**src/rtl/router_xbar.sv**
```systemverilog
`default_nettype none
// ============================================================================
// Module   : router_xbar
// Purpose  : NUM_PORTS x NUM_PORTS crossbar router with per-input FIFOs and
//            round-robin arbitration into registered valid/ready outputs.
//            Define ROUTER_XBAR_STATS_EN to add per-output handshake counters.
// Revision : 1.0 - initial release
// ============================================================================
module router_xbar #(
    parameter int NUM_PORTS  = 4,
    parameter int ADDR_WIDTH = 32,
    parameter int DATA_WIDTH = 32,
    parameter int FIFO_DEPTH = 4
) (
    input  logic                                   clk,
    input  logic                                   reset_n,
    input  logic [NUM_PORTS*ADDR_WIDTH-1:0]        in_addr,
    input  logic [NUM_PORTS*DATA_WIDTH-1:0]        in_data,
    input  logic [NUM_PORTS-1:0]                   in_valid,
    output logic [NUM_PORTS-1:0]                   in_ready,
    output logic [NUM_PORTS*DATA_WIDTH-1:0]        out_data,
    output logic [NUM_PORTS*$clog2(NUM_PORTS)-1:0] out_src,
    output logic [NUM_PORTS-1:0]                   out_valid,
    input  logic [NUM_PORTS-1:0]                   out_ready
`ifdef ROUTER_XBAR_STATS_EN
    ,
    input  logic                                   stat_clear,
    output logic [NUM_PORTS*16-1:0]                stat_count
`endif
);

    localparam int PORT_BITS = $clog2(NUM_PORTS);
    localparam int PTR_W     = $clog2(FIFO_DEPTH);
    localparam int CNT_W     = PTR_W + 1;

    logic [NUM_PORTS-1:0]  w_push;
    logic [NUM_PORTS-1:0]  w_pop;
    logic [NUM_PORTS-1:0]  w_full;
    logic [NUM_PORTS-1:0]  w_nonempty;
    logic [DATA_WIDTH-1:0] w_head_data [NUM_PORTS];
    logic [PORT_BITS-1:0]  w_head_dest [NUM_PORTS];
    logic [NUM_PORTS-1:0]  w_gnt_vld;
    logic [PORT_BITS-1:0]  w_gnt_idx [NUM_PORTS];

    // Only the destination bits of the address are routed; the rest is dropped.
    logic w_unused_addr;
    assign w_unused_addr = ^in_addr;

    assign in_ready = ~w_full;

    for (genvar i = 0; i < NUM_PORTS; i++) begin : g_fifo
        logic [DATA_WIDTH-1:0] data_mem_q [FIFO_DEPTH];
        logic [PORT_BITS-1:0]  dest_mem_q [FIFO_DEPTH];
        logic [PTR_W-1:0]      wr_ptr_q;
        logic [PTR_W-1:0]      rd_ptr_q;
        logic [CNT_W-1:0]      count_q;
        logic [CNT_W-1:0]      count_d;

        assign w_full[i]      = (count_q == CNT_W'(FIFO_DEPTH));
        assign w_nonempty[i]  = (count_q != '0);
        assign w_push[i]      = in_valid[i] && !w_full[i];
        assign w_head_data[i] = data_mem_q[rd_ptr_q];
        assign w_head_dest[i] = dest_mem_q[rd_ptr_q];

        always_comb begin
            count_d = count_q;
            case ({w_push[i], w_pop[i]})
                2'b10:   count_d = count_q + CNT_W'(1);
                2'b01:   count_d = count_q - CNT_W'(1);
                default: count_d = count_q;
            endcase
        end

        always_ff @(posedge clk or negedge reset_n) begin
            if (!reset_n) begin
                wr_ptr_q <= '0;
                rd_ptr_q <= '0;
                count_q  <= '0;
            end else begin
                count_q <= count_d;
                if (w_push[i]) begin
                    wr_ptr_q <= wr_ptr_q + PTR_W'(1);
                end
                if (w_pop[i]) begin
                    rd_ptr_q <= rd_ptr_q + PTR_W'(1);
                end
            end
        end

        // Storage is qualified by the pointers, so it needs no reset.
        always_ff @(posedge clk) begin
            if (w_push[i]) begin
                data_mem_q[wr_ptr_q] <= in_data[i*DATA_WIDTH +: DATA_WIDTH];
                dest_mem_q[wr_ptr_q] <= in_addr[i*ADDR_WIDTH +: PORT_BITS];
            end
        end
    end

    // Each head targets a single output, so at most one grant can name it.
    always_comb begin
        w_pop = '0;
        for (int o = 0; o < NUM_PORTS; o++) begin
            if (w_gnt_vld[o]) begin
                w_pop[w_gnt_idx[o]] = 1'b1;
            end
        end
    end

    for (genvar o = 0; o < NUM_PORTS; o++) begin : g_out
        logic [DATA_WIDTH-1:0] data_q;
        logic [PORT_BITS-1:0]  src_q;
        logic                  valid_q;
        logic [PORT_BITS-1:0]  rr_q;
        logic                  can_load;
        logic                  found;
        logic [PORT_BITS-1:0]  sel;

        assign can_load = !valid_q || out_ready[o];

        // Descending scan so the last hit is the nearest requester at or above rr_q.
        always_comb begin
            logic [PORT_BITS-1:0] idx;
            idx   = '0;
            found = 1'b0;
            sel   = '0;
            for (int k = NUM_PORTS - 1; k >= 0; k--) begin
                idx = rr_q + PORT_BITS'(k);
                if (w_nonempty[idx] && (w_head_dest[idx] == PORT_BITS'(o))) begin
                    found = 1'b1;
                    sel   = idx;
                end
            end
        end

        assign w_gnt_vld[o] = can_load && found;
        assign w_gnt_idx[o] = sel;

        always_ff @(posedge clk or negedge reset_n) begin
            if (!reset_n) begin
                data_q  <= '0;
                src_q   <= '0;
                valid_q <= 1'b0;
                rr_q    <= '0;
            end else if (can_load) begin
                if (found) begin
                    data_q  <= w_head_data[sel];
                    src_q   <= sel;
                    valid_q <= 1'b1;
                    rr_q    <= sel + PORT_BITS'(1);
                end else if (out_ready[o]) begin
                    valid_q <= 1'b0;
                end
            end
        end

        assign out_data[o*DATA_WIDTH +: DATA_WIDTH] = data_q;
        assign out_src[o*PORT_BITS +: PORT_BITS]    = src_q;
        assign out_valid[o]                         = valid_q;

`ifdef ROUTER_XBAR_STATS_EN
        logic [15:0] stat_q;

        always_ff @(posedge clk or negedge reset_n) begin
            if (!reset_n) begin
                stat_q <= '0;
            end else if (stat_clear) begin
                stat_q <= '0;
            end else if (valid_q && out_ready[o] && (stat_q != 16'hFFFF)) begin
                stat_q <= stat_q + 16'd1;
            end
        end

        assign stat_count[o*16 +: 16] = stat_q;
`endif
    end

endmodule
`default_nettype wire

```
**config.mk**
```make
export PLATFORM = sky130hd
export DESIGN_NAME = router_xbar
export DESIGN_NICKNAME = d
export VERILOG_FILES = /design/src/rtl/router_xbar.sv
export SDC_FILE = /design/constraint.sdc
export NUM_CORES = 1
export LEC_CHECK = 0
export CAP_MARGIN = 5
export CELL_PAD_IN_SITES_DETAIL_PLACEMENT = 1
export CELL_PAD_IN_SITES_GLOBAL_PLACEMENT = 2
export CORE_AREA = 2 2 270 272
export DETAILED_ROUTE_END_ITERATION = 12
export DIE_AREA = 0 0 272 274
export PLACE_DENSITY_LB_ADDON = 0.12
export SETUP_SLACK_MARGIN = 0.4
export SYNTH_ARGS = -nofsm -noshare
export SYNTH_HDL_FRONTEND = slang
export SYNTH_SLANG_ARGS = --single-unit
```
**constraint.sdc**
```tcl
create_clock -name clk -period 10.8 [get_ports clk]
set_clock_uncertainty 0.05 [all_clocks]
set_input_delay 2.7 -clock clk [delete_from_list [all_inputs] [get_ports clk]]
set_output_delay 2.7 -clock clk [all_outputs]
set_load 0.1 [all_outputs]
```
==> impl_results.md <==
* Status: completed
* Hpwl dp at 62210 um
* Final setup viols at 0
* Final min period at 5.702 ns
* Vias per cell at 5.806
* Syn. warnings at 0
* Total track usage at 25.23%
* RSZ-0062 raised after global routing: no
* Final Util at a little over half
* Clock slew at reported path FFs at about 0.06 ns
* Worst slew margin at 15.74%
* First-pass GRT wire length at between 100000 and 150000 um
* CTS Root Buffer Type: clkbuf_16
* Post-synthesis instance total at 1759
* Max-Cap Viols at 0
* Core Region at ~72000 um^2
* Layout cells sized above 1 at 23.34%
* Period utilization at around 53%
* Skew-Pair Late Insertion Delay at 0.64 ns
* GPL Wtd Cong at 0.8144
* Vias in the first global route at 18960
* Largest net degree at the start of global routing at 72
* TritonRoute pass-1 iters at 7
* NumNets Final at 2360
* Asr flop ratio synth at 24.44%
* Post-CTS Setup Inserts at 0
* Hold path cells at 2
* Combined area of all synthesized cells at ~31000 um^2
* CP Class: input pin to flip-flop
* Row count at 99
* Synthesized Nets at 2061
* Final Max Slew Viols at 0
* Post-synth EDFFs at 544
* Initial core utilization at 43.52%
* Wire per inst at between 30 and 40 um
* Critical Path AT at ~6 ns
* Worst r2r path cells at 14
* Total Neg Setup Slack at 0 ns
* Die Span X at 272 um
* Seq/Total Area, Yosys at about two thirds
* Initial antenna violation count at 13
* PortBufs at 289
* Worst slew pin tran at 1.264 ns
* Clock sink total at slightly above 700
* Number of synthesized register bits at 720
* Remaining antenna violation count at 0
* H-tree depth at 3
* Initial DRC count at between 1500 and 2000
* Most common cell after layout, fill and taps aside: edfxtp_1
* Num CTS Buffers at 79
* DIE AREA at 74530 um^2
* CTS max path bufs at 3
* Ys flop type: edfxtp_1
* IO Pins at 410
* Setup crit end kind: flip-flop
* Most frequent cells in the layout: edfxtp_1, clkdlybuf4s50_1, mux4_2
* DR vias at about 18000
* CP startpoint kind: input pin
* Synthesized area per cell at between 15 and 20 um^2
* Die Span Y at 274 um
* Worst Hold Class: flip-flop to flip-flop
* Fmax at roughly 180 MHz
* Yosys cell types at 63
* Cts hold-fix bufs at 0
* Worst-path fanout max at 21
* Hold Fails Final Rpt at 0
* Final WL at around 90000 um
* Area Overhead vs Synth at 20.83%
* Worst path required time at 11.26 ns
* Total grt overflow at 0
* Post-cts sizing count at 0
* Drt drc at 0
* CTS tree: done
logic make-up after synthesis:
logic type,Yosys count,share of synthesized area [%]
AOI/OAI and AO/OA,185,4.106
xor gates and xnor gates,21,0.5872
adders and majority gates,36,1.534
buffers and inverters,139,2.057
DFF,720,66.21
muxes,414,21.61
and+or+nand+nor,244,3.895
worst max-delay path, cell delays in order:
cell and delay, ns:
clkdlybuf4s50_1 0.39, nand2b_1 0.19, and2_2 0.45, buf_4 0.38, a222oi_1 0.55, o21ai_0 0.34
ha_1 0.32, fa_1 0.41, xnor2_1 0.18, nor2_1 0.07, xor2_1 0.14
through the flow:
step	hold slack (ns)	instance area (um^2)	setup WS, ns	cells
3_3_place_gp	0.4233	35250	4.522	2936
5_1_grt	0.4532	37840	4.860	3086
4_1_cts	0.4466	37840	5.092	3084
6_report	0.4391	37850	5.098	3089
3_5_place_dp	0.4312	35250	4.405	2936
2_1_floorplan	0.4063	31320	5.926	1759
registers in the layout, summed over array words and instances, names as in the netlist:
register / flops
g_fifo.count_q: 12
g_fifo.data_mem_q: 512
g_fifo.dest_mem_q: 32
g_fifo.rd_ptr_q: 8
g_fifo.wr_ptr_q: 8
g_out.data_q: 128
g_out.rr_q: 8
g_out.src_q: 8
g_out.valid_q: 4
layout make-up:
type | instances | area (um^2)
Antenna cell | 5 | 12.51
Clock buffer | 109 | 2150
Clock inverter | 39 | 440.4
Fill cell | 6569 | 34120
Inverter | 38 | 142.6
Multi-Input combinational cell | 900 | 10030
Sequential cell | 720 | 20750
Tap cell | 959 | 1200
Timing Repair Buffer | 319 | 3122
Yosys cell counts, types with 5 or more instances:
master,instances,area [um^2]
a211oi_1,46,345.3
a21oi_1,9,45.04
a221o_1,10,100.1
and2_1,31,193.9
and3_1,16,100.1
buf_1,16,60.06
buf_2,26,130.1
buf_4,12,90.09
buf_6,6,67.56
clkbuf_1,41,153.9
dfrtp_1,176,4404
edfxtp_1,544,16340
ha_1,32,400.4
inv_1,34,127.6
mux2_2,108,1216
mux2i_1,107,1071
mux4_2,199,4482
nand2_1,64,240.2
nand2b_1,17,106.4
nand3_1,7,35.03
nor2_1,59,221.5
nor2b_1,7,43.79
nor3_1,13,65.06
nor3b_1,7,52.55
o211a_1,6,60.06
o211ai_1,5,37.54
o21ai_0,31,155.2
o21ai_1,37,185.2
or3_1,9,56.30
xnor2_1,11,96.34
xor2_1,10,87.58
path summary, 6_finish.rpt:
path | start | end | slack [ns]
worst min register to register | g_out[0].data_q[11] | g_out[0].data_q[11] | 0.44
worst min-delay path | g_out[0].data_q[11] | g_out[0].data_q[11] | 0.44
worst max-delay path | out_ready[3] | g_fifo[2].count_q[2] | 5.10
max in group asynchronous | reset_n | g_fifo[2].rd_ptr_q[0] | 7.15
min in group asynchronous | reset_n | g_out[3].data_q[8] | 2.02
worst max register to register | g_fifo[3].rd_ptr_q[1] | g_fifo[2].count_q[2] | 5.20
layer usage:
layer | vias up | wire length (um) | GRT usage, %
met5 | - | 114 | 0
met4 | 18 | 1847 | 6.290
met3 | 127 | 6798 | 6.332
met2 | 533 | 42950 | 38.59
met1 | 9620 | 40980 | 36.38
li1 | 7636 | - | -
Power is not shown: default switching activity piles up to over one toggle a cycle in this logic, so the estimate is an artifact.
